==> src/rtl/bus_sched_pkg.sv <==
`default_nettype none
// +-----------------------------------------------------------------------+
// | bus_sched_pkg : shared types/constants for the round-robin bus sched. |
// | Rev 1.0                                                               |
// +-----------------------------------------------------------------------+
package bus_sched_pkg;

  typedef enum logic [1:0] {
    IDLE = 2'd0,
    POP  = 2'd1,
    PUSH = 2'd2
  } state_e;

  localparam int               DEST_W            = 8;
  localparam logic [DEST_W-1:0] BROADCAST_DEFAULT = 8'hFF;

endpackage
`default_nettype wire

==> src/rtl/bus_rr_sched_if.sv <==
`default_nettype none
// +-----------------------------------------------------------------------+
// | bus_rr_sched_if : source-FIFO pop side and destination push side.     |
// | Rev 1.0                                                               |
// +-----------------------------------------------------------------------+
interface bus_rr_sched_if #(
  parameter int drvrs   = 4,
  parameter int pckg_sz = 16
);

  logic [drvrs-1:0]              pndng;
  logic [drvrs-1:0][pckg_sz-1:0] D_pop;
  logic [drvrs-1:0]              pop;
  logic [drvrs-1:0]              push;
  logic [drvrs-1:0][pckg_sz-1:0] D_push;

  // master = FIFO/port side, slave = the scheduler
  modport master (
    output pndng, D_pop,
    input  pop, push, D_push
  );

  modport slave (
    input  pndng, D_pop,
    output pop, push, D_push
  );

endinterface
`default_nettype wire

==> src/rtl/bus_rr_sched_rr_picker.sv <==
`default_nettype none
// +-----------------------------------------------------------------------+
// | rr_picker : combinational round-robin search starting at last+1.      |
// | Rev 1.0                                                               |
// +-----------------------------------------------------------------------+
module rr_picker #(
  parameter int drvrs = 4
) (
  input  logic [drvrs-1:0]         req,
  input  logic [$clog2(drvrs)-1:0] last,
  output logic                     any,
  output logic [$clog2(drvrs)-1:0] idx
);

  localparam int               IDX_W = $clog2(drvrs);
  localparam logic [IDX_W:0]   SLOTS = (IDX_W+1)'(drvrs);

  logic [IDX_W:0] slot;

  // One extra bit on slot lets the wrap work for non-power-of-two port counts
  always_comb begin
    any  = 1'b0;
    idx  = '0;
    slot = '0;
    for (int off = 1; off <= drvrs; off++) begin
      slot = {1'b0, last} + (IDX_W+1)'(off);
      if (slot >= SLOTS) begin
        slot = slot - SLOTS;
      end
      if (!any && req[slot[IDX_W-1:0]]) begin
        any = 1'b1;
        idx = slot[IDX_W-1:0];
      end
    end
  end

endmodule
`default_nettype wire

==> src/rtl/bus_rr_sched.sv <==
`default_nettype none
// +-----------------------------------------------------------------------+
// | bus_rr_sched : 3-cycle IDLE/POP/PUSH round-robin packet scheduler.    |
// | Rev 1.0                                                               |
// +-----------------------------------------------------------------------+
module bus_rr_sched
  import bus_sched_pkg::*;
#(
  parameter int                drvrs     = 4,
  parameter int                pckg_sz   = 16,
  parameter logic [DEST_W-1:0] broadcast = BROADCAST_DEFAULT
) (
  input  logic                     clk,
  input  logic                     reset,
  bus_rr_sched_if.slave            bus,
  output logic [$clog2(drvrs)-1:0] gnt_id,
  output logic                     busy,
  output logic [7:0]               err_cnt
);

  localparam int IDX_W = $clog2(drvrs);

  state_e             state_q, state_d;
  logic [IDX_W-1:0]   gnt_id_q, gnt_id_d;
  logic [IDX_W-1:0]   last_gnt_q, last_gnt_d;
  logic [pckg_sz-1:0] pkt_reg_q, pkt_reg_d;
  logic [7:0]         err_cnt_q, err_cnt_d;

  logic               pick_any;
  logic [IDX_W-1:0]   pick_idx;
  logic [DEST_W-1:0]  dest;
  logic [drvrs-1:0]   dest_mask;
  logic               dest_drop;

  rr_picker #(
    .drvrs (drvrs)
  ) u_rr_picker (
    .req  (bus.pndng),
    .last (last_gnt_q),
    .any  (pick_any),
    .idx  (pick_idx)
  );

  always_ff @(posedge clk or negedge reset) begin
    if (!reset) begin
      state_q <= IDLE;
    end else begin
      state_q <= state_d;
    end
  end

  always_comb begin
    state_d = state_q;
    case (state_q)
      IDLE:    if (pick_any) state_d = POP;
      POP:     state_d = PUSH;
      PUSH:    state_d = IDLE;
      default: state_d = IDLE;
    endcase
  end

  // last_gnt starts at the top port so port 0 wins the first arbitration
  always_ff @(posedge clk or negedge reset) begin
    if (!reset) begin
      gnt_id_q   <= '0;
      last_gnt_q <= IDX_W'(drvrs - 1);
      pkt_reg_q  <= '0;
      err_cnt_q  <= '0;
    end else begin
      gnt_id_q   <= gnt_id_d;
      last_gnt_q <= last_gnt_d;
      pkt_reg_q  <= pkt_reg_d;
      err_cnt_q  <= err_cnt_d;
    end
  end

  always_comb begin
    gnt_id_d   = gnt_id_q;
    last_gnt_d = last_gnt_q;
    pkt_reg_d  = pkt_reg_q;
    err_cnt_d  = err_cnt_q;
    case (state_q)
      IDLE: begin
        if (pick_any) begin
          gnt_id_d   = pick_idx;
          last_gnt_d = pick_idx;
        end
      end
      POP:  pkt_reg_d = bus.D_pop[gnt_id_q];
      PUSH: begin
        if (dest_drop && (err_cnt_q != 8'hFF)) begin
          err_cnt_d = err_cnt_q + 8'd1;
        end
      end
      default: ;
    endcase
  end

  // Destination decode from the captured packet, independent of live inputs
  always_comb begin
    dest      = pkt_reg_q[pckg_sz-1 -: DEST_W];
    dest_mask = '0;
    dest_drop = 1'b0;
    if (dest < DEST_W'(drvrs)) begin
      for (int i = 0; i < drvrs; i++) begin
        dest_mask[i] = (dest == DEST_W'(i));
      end
    end else if (dest == broadcast) begin
      for (int i = 0; i < drvrs; i++) begin
        dest_mask[i] = (IDX_W'(i) != gnt_id_q);
      end
    end else begin
      dest_drop = 1'b1;
    end
  end

  always_comb begin
    bus.pop  = '0;
    bus.push = '0;
    case (state_q)
      POP:     bus.pop[gnt_id_q] = 1'b1;
      PUSH:    bus.push = dest_mask;
      default: ;
    endcase
  end

  assign bus.D_push = {drvrs{pkt_reg_q}};
  assign gnt_id     = gnt_id_q;
  assign busy       = (state_q != IDLE);
  assign err_cnt    = err_cnt_q;

endmodule
`default_nettype wire
==> src/flat_wrapper.sv <==
// flat-port wrapper written by rule: the top's interface ports become plain ports
module bus_rr_sched_flat import bus_sched_pkg::*;
#(
  parameter int                drvrs     = 4,
  parameter int                pckg_sz   = 16,
  parameter logic [DEST_W-1:0] broadcast = BROADCAST_DEFAULT
)
  (clk, reset, gnt_id, busy, err_cnt, bus_pndng, bus_D_pop, bus_pop, bus_push, bus_D_push);
  bus_rr_sched_if #(.drvrs(drvrs), .pckg_sz(pckg_sz)) bus_i ();
  input  logic clk;
  input  logic reset;
  output logic [$clog2(drvrs)-1:0] gnt_id;
  output logic busy;
  output logic [7:0] err_cnt;
  input wire logic [$bits(bus_i.pndng)-1:0] bus_pndng;
  input wire logic [$bits(bus_i.D_pop)-1:0] bus_D_pop;
  output wire logic [$bits(bus_i.pop)-1:0] bus_pop;
  output wire logic [$bits(bus_i.push)-1:0] bus_push;
  output wire logic [$bits(bus_i.D_push)-1:0] bus_D_push;
  assign bus_i.pndng = bus_pndng;
  assign bus_i.D_pop = bus_D_pop;
  assign bus_pop = bus_i.pop;
  assign bus_push = bus_i.push;
  assign bus_D_push = bus_i.D_push;
  bus_rr_sched #(.drvrs(drvrs), .pckg_sz(pckg_sz), .broadcast(broadcast)) u_core (.clk(clk), .reset(reset), .bus(bus_i), .gnt_id(gnt_id), .busy(busy), .err_cnt(err_cnt));
endmodule
==> config.mk <==
export PLATFORM = sky130hd
export DESIGN_NAME = bus_rr_sched_flat
export DESIGN_NICKNAME = d
export VERILOG_FILES = /design/src/rtl/bus_sched_pkg.sv /design/src/rtl/bus_rr_sched_if.sv /design/src/rtl/bus_rr_sched_rr_picker.sv /design/src/rtl/bus_rr_sched.sv /design/src/flat_wrapper.sv
export SDC_FILE = /design/constraint.sdc
export NUM_CORES = 1
export LEC_CHECK = 0
export ABC_AREA = 0
export CAP_MARGIN = 20
export CORE_ASPECT_RATIO = 0.9
export CORE_MARGIN = 8
export CORE_UTILIZATION = 25
export CTS_CLUSTER_DIAMETER = 60
export DETAILED_ROUTE_END_ITERATION = 8
export PLACE_DENSITY = 0.7
export SLEW_MARGIN = 30
export SYNTH_ARGS = -nofsm -noshare
export SYNTH_HDL_FRONTEND = slang
export SYNTH_SLANG_ARGS = --single-unit
==> constraint.sdc <==
create_clock -name clk -period 2.6 [get_ports clk]
set_input_delay 0.39 -clock clk [delete_from_list [all_inputs] [get_ports clk]]
set_output_delay 0.39 -clock clk [all_outputs]
set_load 0.02 [all_outputs]
==> impl_metrics.csv, run 1 <==
group,metric,value,unit
timing,min_period,2.52,ns
die,io_pins,153,
run_status,outcome,"complete, no violations",
timing,slew_violations,0,
timing,finalHoldViolCount,0,
pwr,power_frac_seq,21.4,%
layout,final_cells,427,
global_route,gr-total-overflow,0,
layout,num_antenna_cells,0,
cts,clk_latency,0.27,ns
yosys,yosys_warnings,0,
yosys,syn-num-nets,262,
die,start_util,25.5,%
pwr,power_switching,2010,µW
die,row_count,32,
routing,drt_iter0_markers,97,
yosys,syn_avg_cell_area,11.4,µm²
yosys,synth_area_leader_cell,"dfrtp_1",
routing,vias,1874,
pwr,clkPwrFrac,7.4,%
cts,clkSinkCount,30,
critical_path,startpoint_type,"flip-flop",
cts,cts-buffers-inserted,5,
global_route,groute.usage.overall,12.8,%
routing,route.detailed.drc,0,
cts,htree_levels,2,
timing,setup_violations,0,
pwr,p_sw_share,43.6,%
critical_path,cp_max_fo,10,
run,cap_viol_max_count,0,
yosys,synth_cells,191,
die,fp.dieW,114,µm
placement,gp_congestion,0.797,
yosys,ys_seq_area_share,34.6,%
global_route,grt_pass1_vias,2093,
timing,timing.final.ws_setup,0.0848,ns
yosys,ys_top_cells_by_area,"dfrtp_1, buf_4, mux4_2",
timing,tightest_slew,0.551,ns
global_route,antenna_found_initial,0,
pwr,power_frac_comb,71.3,%
yosys,yosysUniqueCellTypes,40,
cts,hold_buffers,0,
layout,area_growth,66.3,%
cts,cts_tree,"yes",
routing,drtPass1Iterations,4,
cts,cts_buffer_depth,2,
timing,rsz0062_at_grt,"false",
layout,drive_gt1_share,19.8,%
pwr,p_leak,0.00143,µW
placement,dp_hpwl,6.50,mm
critical_path,worstPathArrival,2.13,ns
global_route,grt_first_pass_wirelength,12.0,mm
routing,drtAntennaViolNets,0,
yosys,synth_top_area_share,32.2,%
routing,viasPerCell,4.39,
critical_path,critPathKind,"reg2out",
die,fp.dieH,105,µm
yosys,ys_ff_latch,30,
pwr,p_per_area,1280,nW/µm²
worst_hold_path,worstHoldPathType,"in2async",
timing,hold_ws,0.507,ns
pwr,report.power.total,4620,µW
timing,clock.fmax,398,MHz
routing,routed_wl,7.73,mm
placement,portBuffers,152,
timing,slew-limit-headroom,63.3,%
cts,path_clk_slew,0.06,ns
die,core,8530,µm²
layout,nets,379,
global_route,grt_max_degree,31,
die,die_area,12000,µm²
critical_path,critPathCaptureType,"output pin",
pwr,peakVddDrop,0.000488,V
pwr,p_int,2610,µW
timing,period_share,96.7,%
yosys,netlist_area,2180,µm²
placement,dpl.cell_count,420,
routing,wl_per_cell,18.1,µm
placement,dpl_worst_slack,-0.00424,ns
timing,fin_skew,0.00618,ns
critical_path,cp.required,2.21,ns
cts,root_buffer,"clkbuf_8",
kinds of logic (layout without fill, tap and decap cells):
family	Yosys count	after routing	synth area share [%]
adders and majority gates	1	1	0.575
AOI/OAI and AO/OA	18	18	5.35
xor gates and xnor gates	7	7	2.82
buffers and inverters	60	177	19.0
muxes	34	34	25.8
and+or+nand+nor	41	41	11.8
DFF	30	30	34.6
critical path, cell delays in order (launching register included):
cell and delay [ns]:
dfrtp_1 0.38, or4_4 0.56, nor3_4 0.16, buf_4 0.20, nand3b_1 0.09, a21oi_1 0.15
clkdlybuf4s15_1 0.34
cells in the mapped netlist:
cell type	number
mux2i_1	1
o21a_1	1
o211ai_1	1
xor2_1	7
buf_4	48
buf_6	1
nor4b_1	2
nor3_4	1
buf_2	1
dfstp_2	2
o21bai_1	1
mux2_1	1
or3b_1	1
clkbuf_1	2
o21ai_0	4
or2_2	2
a32oi_1	1
mux4_2	16
nand2b_1	5
or4_4	1
ha_1	1
nor2b_1	2
nor2_1	5
mux2_2	16
a21o_1	2
nor3_1	1
a21oi_1	5
and2_1	1
inv_1	4
nand2_1	3
buf_1	4
a21boi_0	1
a21oi_2	1
and3_1	3
nand4_1	4
nand3_1	2
dfrtp_1	28
a2bb2oi_1	1
nand3b_1	2
nor4_1	6
area by class of cell:
cell class | count | area [µm²]
clock buffers | 7 | 76.3
fillers | 835 | 4910
inverters | 4 | 15.0
multi-input cells | 101 | 1010
flip-flops and latches | 30 | 753
well taps | 119 | 149
repair buffers | 166 | 1620
registers in the layout (all words and copies together) (netlist names):
| register | flops |
|---|---|
| u_core.err_cnt | 8 |
| u_core.last_gnt_q | 2 |
| u_core.gnt_id | 2 |
| u_core.pkt_reg_q | 16 |
| u_core.state_q | 2 |
cells in the final DEF (no fill, tap or decap), types with 3 or more instances in the layout:
master / Yosys / layout
nor4_1: 6 / 6
mux4_2: 16 / 16
a21oi_1: 5 / 5
nand4_1: 4 / 4
xor2_1: 7 / 7
nand2_1: 3 / 3
buf_4: 48 / 14
nand2b_1: 5 / 5
dfrtp_1: 28 / 28
and3_1: 3 / 3
clkdlybuf4s50_1: 0 / 148
nor2_1: 5 / 5
clkbuf_8: 0 / 5
o21ai_0: 4 / 4
mux2_2: 16 / 16
inv_1: 4 / 4
timing repair:
action / 4_1_cts / 5_1_grt
buffers inserted: 0 / 0
hold endpoints to repair: 0 / 0
resized for setup: 6 / 4
setup endpoints to repair: 4 / 3
routing by layer:
layer  share of wire (%)  track usage (%)  wire, µm  vias up
met5                   0                0         0        -
met4                0.88             3.13        68        0
met3                 5.5             2.70       426        4
met2                  55             24.1      4220       64
met1                  39             14.2      3020      928
li1                    -                -         -      878
path summary, 6_finish.rpt:
path                                       from                   end  slack (ns)  cells past startpoint
min reg2reg                   u_core.err_cnt[7]     u_core.err_cnt[7]        0.51                      1
max                        u_core.pkt_reg_q[13]           bus_push[1]        0.08                      6
max reg2reg                u_core.pkt_reg_q[13]     u_core.err_cnt[1]        0.77                      5
min in group clk              u_core.err_cnt[7]     u_core.err_cnt[7]        0.51                      1
min                                       reset  u_core.pkt_reg_q[10]        0.51                      2
max in group asynchronous                 reset  u_core.last_gnt_q[0]        1.76                      2
stage by stage:
step                      util, %  area (µm²)  setup TNS [ns]
final                        42.5        3620               0
after detailed placement     41.7        3560        -0.00424
after CTS                    42.6        3630               0
after global placement       41.7        3560               0
after floorplan                 -        2180               0
after global routing         42.5        3620               0
power by group through the flow:
stage / Sequential (µW) / Combinational [µW] / Clock (µW)
global route: 1040 / 3500 / 377
CTS: 992 / 3350 / 359
global placement: 977 / 3310 / 0
detailed placement: 996 / 3340 / 0
finish: 987 / 3290 / 340
floorplan: 1200 / 1950 / 0
Note: power is estimated with default switching activity, not from simulation.
==> run 2, diff against run 1 <==
MAX_ROUTING_LAYER = met4   (was unset)
==> run 2 against run 1 <==
  * Via count rose by 0.11%
  * Clock-buffer cell count did not move
  * Combinational power barely moved
  * Maximum frequency fell by 0.17%
  * Power barely moved
  * Hold slack got worse by 0.0016 ns
  * Global-route usage rose by 0.37 points
  * Register-to-register slack barely moved
==> impl_metrics.csv, run 2 (synthesized netlist as in run 1, its figures left out) <==
group,metric,value,unit
routing,wl_per_cell,18.1,µm
layout,area_growth,66.3,%
critical_path,r2r.worst_path.cells,5,
cts,path_clk_slew,0.06,ns
timing,tightest_slew,0.537,ns
routing,route.detailed.drc,0,
pwr,power_frac_seq,21.3,%
pwr,p_leak,0.00143,µW
pwr,p_int,2610,µW
pwr,power_switching,2010,µW
critical_path,cp.required,2.21,ns
global_route,grt_first_pass_wirelength,12.0,mm
placement,portBuffers,152,
layout,final_cells,427,
global_route,grt_pass1_vias,2096,
critical_path,cpMaxStageDelayCell,"or4_4",
cts,postCtsSetupBuffers,0,
routing,vias,1876,
critical_path,startpoint_type,"flip-flop",
cts,htree_levels,2,
layout,layout_commonest_cell,"clkdlybuf4s50_1",
critical_path,cp_max_fo,10,
critical_path,critPathCaptureType,"output pin",
routing,viasPerCell,4.39,
global_route,gr-total-overflow,0,
layout,nets,379,
timing,slew-limit-headroom,64.2,%
routing,drt_iter0_markers,113,
pwr,power_frac_comb,71.3,%
layout,fill_cells,835,
critical_path,critPathKind,"reg2out",
worst_hold_path,worstHoldPathType,"in2async",
timing,period_share,96.9,%
critical_path,crit_path_max_incr_delay,0.56,ns
die,fp.dieH,105,µm
pwr,peakVddDrop,0.000488,V
die,core,8530,µm²
layout,largest-register,"u_core.pkt_reg_q",
die,die_area,12000,µm²
cts,root_buffer,"clkbuf_8",
die,start_util,25.5,%
global_route,antenna_found_initial,0,
placement,dp_hpwl,6.50,mm
pwr,p_sw_share,43.6,%
timing,finalHoldViolCount,0,
cts,clk_latency,0.27,ns
timing,setup_violations,0,
timing,rsz0062_at_grt,"false",
pwr,p_per_area,1280,nW/µm²
placement,gp_congestion,0.808,
cts,clkSinkCount,30,
layout,drive_gt1_share,19.8,%
cts,cts_buffer_depth,2,
global_route,grt_max_degree,31,
timing,fin_skew,0.00747,ns
run_status,outcome,"complete, no violations",
routing,drtAntennaViolNets,0,
placement,dpl.cell_count,420,
critical_path,r2r_start,"u_core.pkt_reg_q[13]",
critical_path,r2r_slack,0.77,ns
critical_path,startpoint,"u_core.pkt_reg_q[13]",
cts,cts_tree,"yes",
timing,min_period,2.52,ns
die,fp.dieW,114,µm
global_route,groute.usage.overall,13.2,%
layout,largest_reg_flops,16,
cts,cts-buffers-inserted,5,
routing,routed_wl,7.74,mm
pwr,clkPwrFrac,7.4,%
layout,num_antenna_cells,0,
run,cap_viol_max_count,0,
critical_path,worstPathArrival,2.13,ns
layout,most-common-layout-cells,"clkdlybuf4s50_1, dfrtp_1, mux4_2, mux2_2, buf_4",
timing,clock.fmax,397,MHz
critical_path,r2r-end,"u_core.err_cnt[1]",
timing,setup_tns,0,ns
routing,drtPass1Iterations,4,
critical_path,path_cells,"or4_4, nor3_4, buf_4, nand3b_1, a21oi_1, clkdlybuf4s15_1",
die,row_count,32,
die,io_pins,153,
timing,slew_violations,0,
run 2: cell counts in the layout (fill, tap and decap cells not counted):
No cell type changed its count.
run 2: power by group through the flow:
stage	Sequential (µW)	Combinational [µW]	Clock [µW]
floorplan	1200	1950	0
detailed placement	996	3340	0
global placement	977	3310	0
CTS	992	3350	359
global route	1040	3490	380
finish	986	3290	341
run 2: layout make-up:
cell class                 instances  area, µm²  area share [%]
clock buffer                       7       76.3            2.11
tap                              119        149            4.11
multi-input combinational        101       1010            28.0
inverter                           4       15.0           0.415
sequential                        30        753            20.8
timing repair buffer             166       1620            44.6
run 2: worst max-delay path by stage:
stage,to,slack [ns],cells past startpoint
after floorplan,bus_push[0],0.26,5
after global placement,bus_push[0],0.01,5
after detailed placement,bus_push[0],-0.004,5
after CTS,bus_push[0],0.04,5
after global routing,bus_push[1],0.02,6
final,bus_push[1],0.08,6
run 2: critical path: cells and delay by family (launching register included):
kind                   cells  cell delay, ns
AND/OR/NAND/NOR            3            0.81
flip-flops                 1            0.38
buffers and inverters      2            0.54
AO/OA/AOI/OAI              1            0.15
run 2: per-stage QoR:
step | power (µW) | hold WS [ns] | area, µm² | utilization [%] | setup WS [ns]
after floorplan | 3140 | 0.0944 | 2180 | - | 0.261
after global placement | 4290 | 0.493 | 3560 | 41.7 | 0.0106
after detailed placement | 4340 | 0.497 | 3560 | 41.7 | -0.00424
after CTS | 4700 | 0.506 | 3630 | 42.6 | 0.0390
after global routing | 4910 | 0.531 | 3620 | 42.5 | 0.0187
final | 4620 | 0.506 | 3620 | 42.5 | 0.0806
run 2: timing repair:
item / 4_1_cts / 5_1_grt
resized for setup: 6 / 4
hold buffers: 0 / 0
gates cloned: 0 / 0
setup endpoints to repair: 4 / 3
run 2: layer usage:
metal	global-route usage [%]	wire length, µm	up-vias
met5	-	0	-
met4	3.13	65	0
met3	2.24	379	4
met2	24.1	4240	72
met1	14.4	3060	925
li1	-	-	875
